===== config.mk =====
export PLATFORM = sky130hd
export DESIGN_NAME = axi_slave
export DESIGN_NICKNAME = d
export VERILOG_FILES = /design/src/rtl/axi_pkg.sv /design/src/rtl/axi_slave_regfile.sv /design/src/rtl/axi_slave.sv
export SDC_FILE = /design/constraint.sdc
export NUM_CORES = 1
export LEC_CHECK = 0
export BUFFER_PORTS_ARGS = -buffer_cell sky130_fd_sc_hd__buf_2
export CAP_MARGIN = 5
export CORE_ASPECT_RATIO = 2
export CORE_MARGIN = 5
export CORE_UTILIZATION = 50
export DETAILED_ROUTE_END_ITERATION = 16
export PLACE_DENSITY = 0.71
export SKIP_LAST_GASP = 1
export SLEW_MARGIN = 0
export SYNTH_ARGS = -nofsm -noshare
export SYNTH_HDL_FRONTEND = slang
export SYNTH_SLANG_ARGS = --single-unit

===== constraint.sdc =====
create_clock -name clk -period 1.9 [get_ports clk]
set_input_delay 0.57 -clock clk [delete_from_list [all_inputs] [get_ports clk]]
set_output_delay 0.57 -clock clk [all_outputs]
set_load 0.01 [all_outputs]

===== src/rtl/axi_pkg.sv =====
// ----------------------------------------------------------------------------
// axi_pkg
// Shared widths, address map constants, response codes and FSM state types
// for the small AXI-style register slave and its storage sub-module.
// ----------------------------------------------------------------------------
package axi_pkg;

   localparam int ADDR_W   = 3;
   localparam int DATA_W   = 4;
   localparam int NUM_REGS = 7;   // writable registers live at addresses 0..6

   localparam logic [ADDR_W-1:0] ID_ADDR  = 3'd7;
   localparam logic [DATA_W-1:0] ID_VALUE = 4'hA;

   localparam logic RESP_OKAY = 1'b0;
   localparam logic RESP_ERR  = 1'b1;

   typedef enum logic [1:0] {
      W_IDLE      = 2'd0,
      W_WAIT_DATA = 2'd1,   // address captured, waiting for data
      W_WAIT_ADDR = 2'd2,   // data captured, waiting for address
      W_RESP      = 2'd3    // write committed, response pending
   } w_state_t;

   typedef enum logic {
      R_IDLE = 1'b0,
      R_DATA = 1'b1
   } r_state_t;

   // A write is refused when no byte is enabled or it targets the ID register.
   function automatic logic write_resp(input logic               strb,
                                       input logic [ADDR_W-1:0] addr);
      return (!strb || (addr == ID_ADDR)) ? RESP_ERR : RESP_OKAY;
   endfunction

endpackage


===== src/rtl/axi_slave_regfile.sv =====
// ----------------------------------------------------------------------------
// axi_slave_regfile
// Seven 4-bit registers plus a constant ID register at the top address.
// One synchronous write port, one combinational read port.
//
// Ports:
//   clk    in   rising-edge clock
//   reset  in   async active-high reset, clears all registers
//   we     in   write enable (ignored for the ID address)
//   waddr  in   write address
//   wdata  in   write data
//   raddr  in   read address
//   rdata  out  read data (current contents, i.e. pre-write on a write edge)
// ----------------------------------------------------------------------------
module axi_slave_regfile
   import axi_pkg::*;
(
   input  logic              clk,
   input  logic              reset,
   input  logic              we,
   input  logic [ADDR_W-1:0] waddr,
   input  logic [DATA_W-1:0] wdata,
   input  logic [ADDR_W-1:0] raddr,
   output logic [DATA_W-1:0] rdata
);

   logic [DATA_W-1:0] mem [NUM_REGS];

   // NOTE: this storage is small enough to live in flops, so it is cleared by
   // reset; a RAM-mapped array would have to be left without a reset.
   // NOTE: state is updated with non-blocking assignments so every register
   // samples its inputs from before the edge.
   always_ff @(posedge clk or posedge reset) begin
      if (reset) begin
         for (int i = 0; i < NUM_REGS; i++) begin
            mem[i] <= '0;
         end
      end else if (we && (waddr != ID_ADDR)) begin
         mem[waddr] <= wdata;
      end
   end

   always_comb begin
      if (raddr == ID_ADDR) begin
         rdata = ID_VALUE;
      end else begin
         rdata = mem[raddr];
      end
   end

endmodule


===== src/rtl/axi_slave.sv =====
// ----------------------------------------------------------------------------
// axi_slave
// Minimal AXI-style register slave: independent write address / write data
// channels with a write response, and a read address channel with read data.
// Write and read paths run concurrently.
//
// Ports:
//   clk, reset                       clock, async active-high reset
//   wa_valid/wa_addr/wa_ready        write address channel
//   wd_valid/wd_data/wd_strb/wd_ready write data channel
//   b_valid/b_response/b_ready       write response channel
//   ra_valid/ra_addr/ra_ready        read address channel
//   rd_valid/rd_data/rd_response/rd_ready read data channel
// ----------------------------------------------------------------------------
module axi_slave
   import axi_pkg::*;
(
   input  logic              clk,
   input  logic              reset,
   input  logic              wa_valid,
   input  logic [ADDR_W-1:0] wa_addr,
   output logic              wa_ready,
   input  logic              wd_valid,
   input  logic [DATA_W-1:0] wd_data,
   input  logic              wd_strb,
   output logic              wd_ready,
   output logic              b_valid,
   output logic              b_response,
   input  logic              b_ready,
   input  logic              ra_valid,
   input  logic [ADDR_W-1:0] ra_addr,
   output logic              ra_ready,
   output logic              rd_valid,
   output logic [DATA_W-1:0] rd_data,
   output logic              rd_response,
   input  logic              rd_ready
);

   // ---------------------------------------------------------------- write --
   w_state_t          w_state, w_next;
   logic [ADDR_W-1:0] cap_addr;
   logic [DATA_W-1:0] cap_data;
   logic              cap_strb;
   logic              b_resp_q;
   logic              wa_hs, wd_hs, commit;
   logic [ADDR_W-1:0] eff_addr;
   logic [DATA_W-1:0] eff_data;
   logic              eff_strb;

   assign wa_hs = wa_valid && wa_ready;
   assign wd_hs = wd_valid && wd_ready;

   // The commit edge may coincide with the last handshake, so use the live
   // channel value for whichever half arrives on that edge.
   assign eff_addr = wa_hs ? wa_addr : cap_addr;
   assign eff_data = wd_hs ? wd_data : cap_data;
   assign eff_strb = wd_hs ? wd_strb : cap_strb;

   // NOTE: every signal driven here gets a default first, so no path through
   // the case leaves it unassigned and no latch is inferred.
   always_comb begin
      w_next   = w_state;
      wa_ready = 1'b0;
      wd_ready = 1'b0;
      b_valid  = 1'b0;
      unique case (w_state)
         W_IDLE: begin
            wa_ready = 1'b1;
            wd_ready = 1'b1;
            if (wa_valid && wd_valid) begin
               w_next = W_RESP;
            end else if (wa_valid) begin
               w_next = W_WAIT_DATA;
            end else if (wd_valid) begin
               w_next = W_WAIT_ADDR;
            end
         end
         W_WAIT_DATA: begin
            wd_ready = 1'b1;
            if (wd_valid) begin
               w_next = W_RESP;
            end
         end
         W_WAIT_ADDR: begin
            wa_ready = 1'b1;
            if (wa_valid) begin
               w_next = W_RESP;
            end
         end
         W_RESP: begin
            b_valid = 1'b1;
            if (b_ready) begin
               w_next = W_IDLE;
            end
         end
         default: w_next = W_IDLE;
      endcase
   end

   assign commit = (w_next == W_RESP) && (w_state != W_RESP);

   always_ff @(posedge clk or posedge reset) begin
      if (reset) begin
         w_state  <= W_IDLE;
         cap_addr <= '0;
         cap_data <= '0;
         cap_strb <= 1'b0;
         b_resp_q <= RESP_OKAY;
      end else begin
         w_state <= w_next;
         if (wa_hs) begin
            cap_addr <= wa_addr;
         end
         if (wd_hs) begin
            cap_data <= wd_data;
            cap_strb <= wd_strb;
         end
         if (commit) begin
            b_resp_q <= write_resp(eff_strb, eff_addr);
         end
      end
   end

   assign b_response = b_resp_q;

   // ----------------------------------------------------------------- read --
   r_state_t          r_state, r_next;
   logic [DATA_W-1:0] rd_data_q;
   logic [DATA_W-1:0] rf_rdata;
   logic              ra_hs;

   assign ra_ready = (r_state == R_IDLE);
   assign rd_valid = (r_state == R_DATA);
   assign ra_hs    = ra_valid && ra_ready;

   always_comb begin
      r_next = r_state;
      unique case (r_state)
         R_IDLE:  if (ra_valid) r_next = R_DATA;
         R_DATA:  if (rd_ready) r_next = R_IDLE;
         default: r_next = R_IDLE;
      endcase
   end

   // The register file read port is combinational on current contents, so a
   // read captured on a commit edge returns the value from before the write.
   always_ff @(posedge clk or posedge reset) begin
      if (reset) begin
         r_state   <= R_IDLE;
         rd_data_q <= '0;
      end else begin
         r_state <= r_next;
         if (ra_hs) begin
            rd_data_q <= rf_rdata;
         end
      end
   end

   assign rd_data     = rd_data_q;
   assign rd_response = RESP_OKAY;

   // -------------------------------------------------------------- storage --
   axi_slave_regfile u_regfile (
      .clk   (clk),
      .reset (reset),
      .we    (commit && eff_strb),
      .waddr (eff_addr),
      .wdata (eff_data),
      .raddr (ra_addr),
      .rdata (rf_rdata)
   );

endmodule


# After elaboration in Yosys (flattened, before gate mapping)

Cells that the tools add are included.

Register bits: 44
Bits of input ports: 18
Output and inout bits: 11
Logic and storage cells: 65

$lt $le $gt $ge: 3
Eq/ne operators: 8
Mux-type cells: 24
Bitwise operators: 3
Reduce and logical (&&, ||, !) cells: 13

Operators by type and width:

| kind                                                                          | count |
|---|---|
| 28-bit bitwise mux                                                            | 1 |
| 4-bit two-way mux                                                             | 5 |
| 4-bit binary-select mux with 3-bit select                                     | 1 |
| 4-bit demux with 3-bit select                                                 | 1 |
| 2-bit two-way mux                                                             | 6 |
| 4-bit greater-or-equal comparator (second input constant)                     | 2 |
| 1-bit logical AND                                                             | 8 |
| 3-bit inverter with 4-bit output                                              | 2 |
| 2-bit case mux with 4 select lines                                            | 1 |
| 1-bit two-way mux                                                             | 7 |
| 2-bit equality test (second input constant)                                   | 3 |
| 3-bit equality test (second input constant)                                   | 2 |
| 4-bit by 1-bit less-than comparator with 1-bit output (second input constant) | 1 |
| 2-bit OR reduction                                                            | 2 |
| 3-bit two-way mux                                                             | 1 |
| 3-bit != test (second input constant)                                         | 1 |
| 2-bit by 1-bit equality test with 1-bit output (second input constant)        | 1 |
| 2-bit zero test                                                               | 1 |
| 2-bit != test (second input constant)                                         | 1 |
| 1-bit case mux with 2 select lines                                            | 1 |
| 1-bit zero test                                                               | 1 |
| 1-bit logical OR                                                              | 1 |
| 1-bit inverter                                                                | 1 |

# Longest topological paths before layout

Gate-level depths: netlist of run 1.

Depth in word-level cells: 11
Gate-level depth with buffers: 6
Gate-level depth less buffers: 5

# By module

Synthesis of run 1 repeated with hierarchy kept, for this count alone.

Cells, all modules: 146
Area total of the unflattened synthesis: 2015.7 sq um

By module, submodules not included:

| module            | times used | cells an instance | area an instance (sq um) | sequential area each (sq um) |
|---|---|---|---|---|
| axi_slave_regfile | 1          | 95                | 1346.3                   | 700.7 |
| axi_slave         | 1          | 51                | 669.4                    | 400.4 |

# Worst setup path before layout of run 1

No wires, ideal clock.

Path type: input to register
From: input wa_valid
To: register u_regfile.mem[10] (netlist name)
Library setup time: 0.125 ns
Data arrival time: 1.762 ns
Data required time: 1.775 ns
Path slack: 0.013 ns
Stages: 6
Buffers on the path: 1
Cell sequence: nand2b_4 > buf_6 > mux2i_4 > inv_2 > or3_4 > mux2_4

Longest elaborated chain between the ends: 8
Elaborated cells on any way between the ends: 19
Classes of those cells: order compare: 2; eq/ne: 2; mux: 8; bitwise: 1; reduce/logical: 6

Ends and longest elaborated chain:

| what                                                                                                                                    | RTL line                | text |
|---|---|---|
| from (decl)                                                                                                                             | axi_slave.sv:20         | `input logic wa_valid,` |
| 1-bit logical AND (*)                                                                                                                   | axi_slave.sv:50         | `assign wa_hs = wa_valid && wa_ready;` |
| 3-bit two-way mux (*)                                                                                                                   | --                      |  |
| net eff_addr[0]                                                                                                                         | axi_slave.sv:46         | `logic [ADDR_W-1:0] eff_addr;` |
| 3-bit inverter with 4-bit output (implied by the code)                                                                                  | axi_slave_regfile.sv:39 | `mem[waddr] <= wdata;` |
| 4-bit greater-or-equal comparator (implied by the code) / 4-bit by 1-bit less-than comparator with 1-bit output (equally long branches) | axi_slave_regfile.sv:39 |  |
| 1-bit logical AND (implied by the code)                                                                                                 | axi_slave_regfile.sv:39 |  |
| 4-bit two-way mux (implied by the code)                                                                                                 | axi_slave_regfile.sv:39 |  |
| 4-bit demux with 3-bit select                                                                                                           | axi_slave_regfile.sv:39 |  |
| 28-bit bitwise mux                                                                                                                      | axi_slave_regfile.sv:39 |  |
| to (signal, indexed assignment)                                                                                                         | axi_slave_regfile.sv:39 |  |
| to (decl)                                                                                                                               | axi_slave_regfile.sv:27 | `logic [DATA_W-1:0] mem [NUM_REGS];` |

The timed path passes the listed nets; every way through them passes the cells marked *.
A chain may end at the register's enable or synchronous reset.

# Final worst setup path of run 1

From: register w_state[1]
To: register u_regfile.mem[11] (netlist name)

Longest elaborated chain between the ends: 11
Elaborated cells on any way between the ends: 33
Classes of those cells: order compare: 2; eq/ne: 6; mux: 15; bitwise: 1; reduce/logical: 9

Ends and longest elaborated chain:

| what                                                                                                                                    | RTL line                | text |
|---|---|---|
| from (decl)                                                                                                                             | axi_slave.sv:40         | `w_state_t w_state, w_next;` |
| from (signal assigned)                                                                                                                  | axi_slave.sv:110        | `w_state <= w_next;` |
| 2-bit equality test / 2-bit zero test (equally long branches)                                                                           | axi_slave.sv:66         | `unique case (w_state)` |
| 2-bit OR reduction (no source line)                                                                                                     | --                      |  |
| 1-bit two-way mux                                                                                                                       | axi_slave.sv:66         |  |
| 1-bit logical AND                                                                                                                       | axi_slave.sv:50         |  |
| 3-bit two-way mux                                                                                                                       | --                      |  |
| 3-bit inverter with 4-bit output (implied by the code)                                                                                  | axi_slave_regfile.sv:39 |  |
| 4-bit greater-or-equal comparator (implied by the code) / 4-bit by 1-bit less-than comparator with 1-bit output (equally long branches) | axi_slave_regfile.sv:39 |  |
| 1-bit logical AND (implied by the code)                                                                                                 | axi_slave_regfile.sv:39 |  |
| 4-bit two-way mux (implied by the code)                                                                                                 | axi_slave_regfile.sv:39 |  |
| 4-bit demux with 3-bit select                                                                                                           | axi_slave_regfile.sv:39 |  |
| 28-bit bitwise mux                                                                                                                      | axi_slave_regfile.sv:39 |  |

Several ways; a longest one is shown, not always the timed one.

==> results of run 1 <==
cells by family after synthesis:
kind of cell	Yosys count	synth area share, %
simple gates	36	9.36
flops	44	53.2
compound gates	19	6.35
mux	49	28.3
other cells	1	0.181
buf+inv	11	2.66
final cells by class:
cell class,instances,area share (%)
well taps,52,2.68
clock buffers,8,3.71
multi-input cells,105,37.9
repair buffers,39,9.27
flip-flops and latches,44,45.4
inverters,7,1.08
how the worst max path moves through the flow:
| stage | slack, ns | cells past startpoint | endpoint | start |
|---|---|---|---|---|
| 2_1_floorplan | 0.01 | 6 | u_regfile.mem[10] | wa_valid |
| 6_report | 0.07 | 4 | u_regfile.mem[11] | w_state[1] |
| 4_1_cts | 0.06 | 4 | u_regfile.mem[11] | w_state[1] |
| 3_5_place_dp | -0.10 | 5 | u_regfile.mem[11] | wa_addr[2] |
| 3_3_place_gp | -0.05 | 5 | u_regfile.mem[8] | wd_valid |
| 5_1_grt | 0.006 | 6 | u_regfile.mem[21] | w_state[0] |
metal layers:
layer  global-route usage (%)  share of wire [%]  vias to the layer above
met4                     11.2                5.7                        0
met3                     3.72                3.2                       19
met1                     15.2                 36                      714
met5                        0                  0                        -
met2                     29.7                 55                       39
li1                         -                  -                      655
registers in the layout, summed over array words and instances, names as in the netlist:
register and count:
u_regfile.mem 28, cap_data 4, rd_data 4, cap_addr 3, w_state 2, b_response 1
cap_strb 1, rd_valid 1
worst min-delay path, delay by kind of cell:
kind / cells / cell delay (ns)
buf+inv: 3 / 0.57
cell usage after synthesis:
| master | number | area share, % |
|---|---|---|
| nor3b_1 | 2 | 0.72 |
| dfrtp_1 | 44 | 53 |
| inv_2 | 1 | 0.18 |
| or3_4 | 1 | 0.54 |
| mux2i_1 | 12 | 5.8 |
| conb_1 | 1 | 0.18 |
| nor4bb_1 | 1 | 0.48 |
| nand2_1 | 12 | 2.2 |
| inv_1 | 6 | 1.1 |
| buf_6 | 1 | 0.54 |
| o211a_1 | 1 | 0.48 |
| o22a_1 | 1 | 0.42 |
| buf_4 | 1 | 0.36 |
| o211ai_1 | 1 | 0.36 |
| mux4_2 | 2 | 2.2 |
| and2_1 | 1 | 0.30 |
| nand3b_1 | 1 | 0.36 |
| o41ai_1 | 2 | 0.85 |
| o22ai_1 | 1 | 0.30 |
| buf_2 | 2 | 0.48 |
| a22o_1 | 2 | 0.85 |
| a31oi_1 | 1 | 0.30 |
| nand2b_4 | 1 | 0.66 |
| mux2_4 | 4 | 2.9 |
| o21ai_0 | 3 | 0.72 |
| nor2b_1 | 4 | 1.2 |
| nor3_2 | 1 | 0.48 |
| nor2_1 | 8 | 1.5 |
| a21oi_1 | 5 | 1.2 |
| mux2i_4 | 1 | 1.1 |
| nor3_1 | 3 | 0.72 |
| mux2_2 | 30 | 16 |
| nand3_1 | 1 | 0.24 |
| a2111oi_0 | 2 | 0.85 |
metrics by stage:
stage                     std cells  hold WS (ns)
after floorplan                 160         0.447
after CTS                       255         0.428
after global placement          247         0.462
after detailed placement        247         0.473
final                           255         0.399
after global routing            255         0.457
power breakdown:
group / leakage [nW] / total, mW / internal [mW] / switching (mW)
Combinational: 0.599 / 1.23 / 0.643 / 0.586
Clock: 0.0455 / 0.578 / 0.296 / 0.281
Sequential: 0.552 / 1.58 / 1.35 / 0.228
repair_timing:
action                     4_1_cts  5_1_grt
setup endpoints to repair        0        6
gates resized for setup          0        3
hold buffers                     0        0
==> results.sh, run 1 <==
export IMPL_regToRegSetupSlack_ns=0.07
export IMPL_cts_buffers=5
export IMPL_nets=220
export IMPL_vdd_drop_max_mv=0.651
export IMPL_rsz0062_at_grt="false"
export IMPL_rr_worst_depth=4
export IMPL_layout_drive_gt1_share_pct=43.8
export IMPL_slew_headroom_pct=63.8
export IMPL_grt_antenna_before_repair=0
export IMPL_cts_root_buf="clkbuf_8"
export IMPL_num_vias=1427
export IMPL_area_growth_synth_to_final_pct=17.3
export IMPL_maxCapViolations=0
export IMPL_ant_nets=0
export IMPL_status="complete, no violations"
export IMPL_post_dp_cell_area_sq_um=2330
export IMPL_crit_chain="nand3b_1, o22a_2, or3_4, mux2_4"
export IMPL_setup_tns_ns=0
export IMPL_endpoint_kind="register"
export IMPL_cts_setup_buffers=0
export IMPL_gp_congestion=0.877
export IMPL_critPathLaunchType="register"
export IMPL_multiInputGateArea_sq_um=921
export IMPL_crit_buf_inv=0
export IMPL_final_hold_viol_count=0
export IMPL_grt_first_pass_wirelength_microns=6980
export IMPL_syn_nets=178
export IMPL_r2r_start="w_state[1]"
export IMPL_cp_slowest_cell="or3_4"
export IMPL_grt_max_degree=45
export IMPL_layout_min_cycle_time_ns=1.83
export IMPL_stdcell_area_sq_um=2430
export IMPL_cpLargestDelayFamily="simple AND/OR/NAND/NOR gates"
export IMPL_yosysSeqAreaShare_pct=53.2
export IMPL_worst_setup_path_type="register to register"
export IMPL_std_cell_rows=33
export IMPL_hold_class="input port to async pin"
export IMPL_drt_total_wl_microns=4230
export IMPL_fmax_mhz=546
export IMPL_cp_required_ns=2.07
export IMPL_antenna_cells=0
export IMPL_postLayoutCoreUtil_pct=60.0
export IMPL_syn_area_sq_um=2070
export IMPL_p_per_area_nw_per_um2=1390
export IMPL_setup_violations=0
export IMPL_track_usage_pct=16.1
export IMPL_clock_latency_ns=0.29
export IMPL_synth_seq_cells=44
export IMPL_core_area_sq_um=4050
export IMPL_worst_slew_pin_slew_ns=0.542
export IMPL_cts_tree="done"
export IMPL_final_cell_mix="dfrtp_1, mux2_2, buf_2"
export IMPL_clock_path_buffers=2
export IMPL_fin_ws_ns=0.0684
export IMPL_route_detailed_drc=0
export IMPL_dieArea_sq_um=5610
export IMPL_cp_arrival_ns=2.01
export IMPL_initialDrtViolationCount=26
export IMPL_initial_utilization_pct=51.2
export IMPL_cts_max_level=2
export IMPL_die_h_microns=101
export IMPL_synthCells=160
export IMPL_maxSlewViolCount=0
export IMPL_fin_crit_sh_pct=96.4
export IMPL_port_buffers=27
export IMPL_leakage_nw=1.20
export IMPL_syn_avg_cell_area_sq_um=12.9
export IMPL_cts_clk_slew_worst_paths_ns=0.07
export IMPL_final_common_cell="dfrtp_1"
export IMPL_die_w_microns=55.5
export IMPL_finalPower_mw=3.39
export IMPL_cpPeakStageDelay_ns=0.45
export IMPL_grt_pass1_vias=1530
export IMPL_vias_per_cell=5.60
export IMPL_ys_warnings_count=0
export IMPL_n_fill_cell=347
export IMPL_grt_overflow=0
export IMPL_synth_cell_types=34
export IMPL_rr_endpoint="u_regfile.mem[11]"
export IMPL_cts_sinks=44
export IMPL_firstDrtPassIters=4
export IMPL_seq_area_sq_um=1100
export IMPL_hpwl_microns=3340
export IMPL_pin_count=29
export IMPL_cp_max_fo=5
export IMPL_routedWlPerCell_microns=16.6
export IMPL_place_ws_ns=-0.104
export IMPL_fin_skew_ns=0.00542
(Power assumes the default switching activity.)
==> run 2: changes to the inputs <==
- PLACE_DENSITY: 0.71 -> default
- PLACE_DENSITY_LB_ADDON: default -> 0.12
==> results.sh, run 2 (synthesis gave the netlist of run 1 again) <==
export IMPL_maxSlewViolCount=0
export IMPL_fin_skew_ns=0.00341
export IMPL_finalPower_mw=3.45
export IMPL_setup_violations=0
export IMPL_core_area_sq_um=4050
export IMPL_critPathLaunchType="register"
export IMPL_cp_required_ns=2.08
export IMPL_layout_drive_gt1_share_pct=44.2
export IMPL_rsz0062_at_grt="false"
export IMPL_num_vias=1411
export IMPL_cts_clk_slew_worst_paths_ns=0.08
export IMPL_track_usage_pct=17.6
export IMPL_cts_tree="done"
export IMPL_final_hold_viol_count=0
export IMPL_status="complete, no violations"
export IMPL_pin_count=29
export IMPL_n_fill_cell=370
export IMPL_clock_latency_ns=0.29
export IMPL_nets=225
export IMPL_gp_congestion=0.818
export IMPL_maxCapViolations=0
export IMPL_dp_cells=252
export IMPL_final_common_cell="dfrtp_1"
export IMPL_slew_headroom_pct=63.7
export IMPL_final_cell_mix="dfrtp_1, mux2_2, buf_2"
export IMPL_cts_sinks=44
export IMPL_hpwl_microns=3590
export IMPL_ant_nets=0
export IMPL_drt_met1_wl_microns=1520
export IMPL_antenna_cells=0
export IMPL_cts_setup_buffers=0
export IMPL_die_w_microns=55.5
export IMPL_port_buffers=27
export IMPL_worst_slew_pin_slew_ns=0.544
export IMPL_cts_root_buf="clkbuf_8"
export IMPL_dieArea_sq_um=5610
export IMPL_grt_first_pass_wirelength_microns=7400
export IMPL_p_per_area_nw_per_um2=1400
export IMPL_largest_reg_flops=28
export IMPL_vdd_drop_max_mv=0.758
export IMPL_cts_buffers=5
export IMPL_postLayoutCoreUtil_pct=60.9
export IMPL_endpoint_kind="register"
export IMPL_grt_overflow=0
export IMPL_grt_max_degree=45
export IMPL_setup_tns_ns=0
export IMPL_cp_arrival_ns=1.99
export IMPL_drt_total_wl_microns=4530
export IMPL_grt_antenna_before_repair=0
export IMPL_initialDrtViolationCount=4
export IMPL_area_growth_synth_to_final_pct=19.0
export IMPL_routedWlPerCell_microns=17.4
export IMPL_regMostFlops="u_regfile.mem"
export IMPL_fmax_mhz=551
export IMPL_std_cell_rows=33
export IMPL_grt_pass1_vias=1572
export IMPL_die_h_microns=101
export IMPL_clock_path_buffers=2
export IMPL_post_dp_cell_area_sq_um=2370
export IMPL_top_layer="met4"
export IMPL_fin_crit_sh_pct=95.5
export IMPL_initial_utilization_pct=51.2
export IMPL_fin_cells=260
export IMPL_worst_setup_path_type="register to register"
export IMPL_stdcell_area_sq_um=2460
export IMPL_cp_max_fo=7
export IMPL_cts_max_level=2
export IMPL_route_met3_wl_microns=129
export IMPL_wl_met2_microns=2690
export IMPL_leakage_nw=1.22
export IMPL_hold_class="input port to async pin"
export IMPL_layout_min_cycle_time_ns=1.81
export IMPL_vias_per_cell=5.43
export IMPL_route_detailed_drc=0
export IMPL_firstDrtPassIters=4
==> run 2: cell types whose count changed in the layout (fill, tap and decap cells not counted) <==
cell     change
o22a_1       +1
buf_4        +5
o22a_2       -1
dfrtp_1      +1
dfrtp_2      -1
==> run 2: stage by stage <==
step / hold WS, ns / setup WS (ns)
2_1_floorplan: 0.447 / 0.0129
3_3_place_gp: 0.460 / -0.0900
3_5_place_dp: 0.472 / -0.103
4_1_cts: 0.420 / 0.0495
5_1_grt: 0.456 / 0.0237
6_report: 0.402 / 0.0856
==> run 2: what timing repair did <==
item,4_1_cts,5_1_grt
hold buffers,0,0
gates resized for setup,0,1
endpoints found under the setup margin,0,2
==> run 2: worst paths after layout <==
path	slack, ns	start	end	depth (start not counted)
min	0.40	reset	w_state[1]	3
max in group asynchronous	1.12	reset	u_regfile.mem[8]	3
max	0.09	w_state[0]	u_regfile.mem[8]	4
max reg2reg	0.09	w_state[0]	u_regfile.mem[8]	4
min in group clk	0.45	rd_ready	rd_valid	2
min reg2reg	0.48	cap_strb	cap_strb	2
==> run 2: worst max-delay path: stages, from the launching register on <==
cell and delay, ns:
dfrtp_1 0.43, nand2b_4 0.21, o22a_1 0.28, or3_4 0.46, mux2_4 0.32
==> run 2: area by class of cell <==
type	count	area (sq um)	share of cell area, %
clock buffers	8	90.1	3.65
inverters	7	26.3	1.07
multi-input cells	105	920	37.3
flip-flops and latches	44	1100	44.7
well taps	52	65.1	2.64
repair buffers	44	263	10.7
==> run 2: routing by layer <==
layer	track usage (%)	vias to the layer above
met5	0	-
met4	9.93	0
met3	3.46	13
met2	34.9	29
met1	15.9	702
li1	-	667
==> run 2: power breakdown <==
| part | internal (mW) | switching, mW |
|---|---|---|
| sequential | 1.35 | 0.239 |
| combinational | 0.660 | 0.613 |
| clock | 0.296 | 0.292 |
| total | 2.31 | 1.14 |
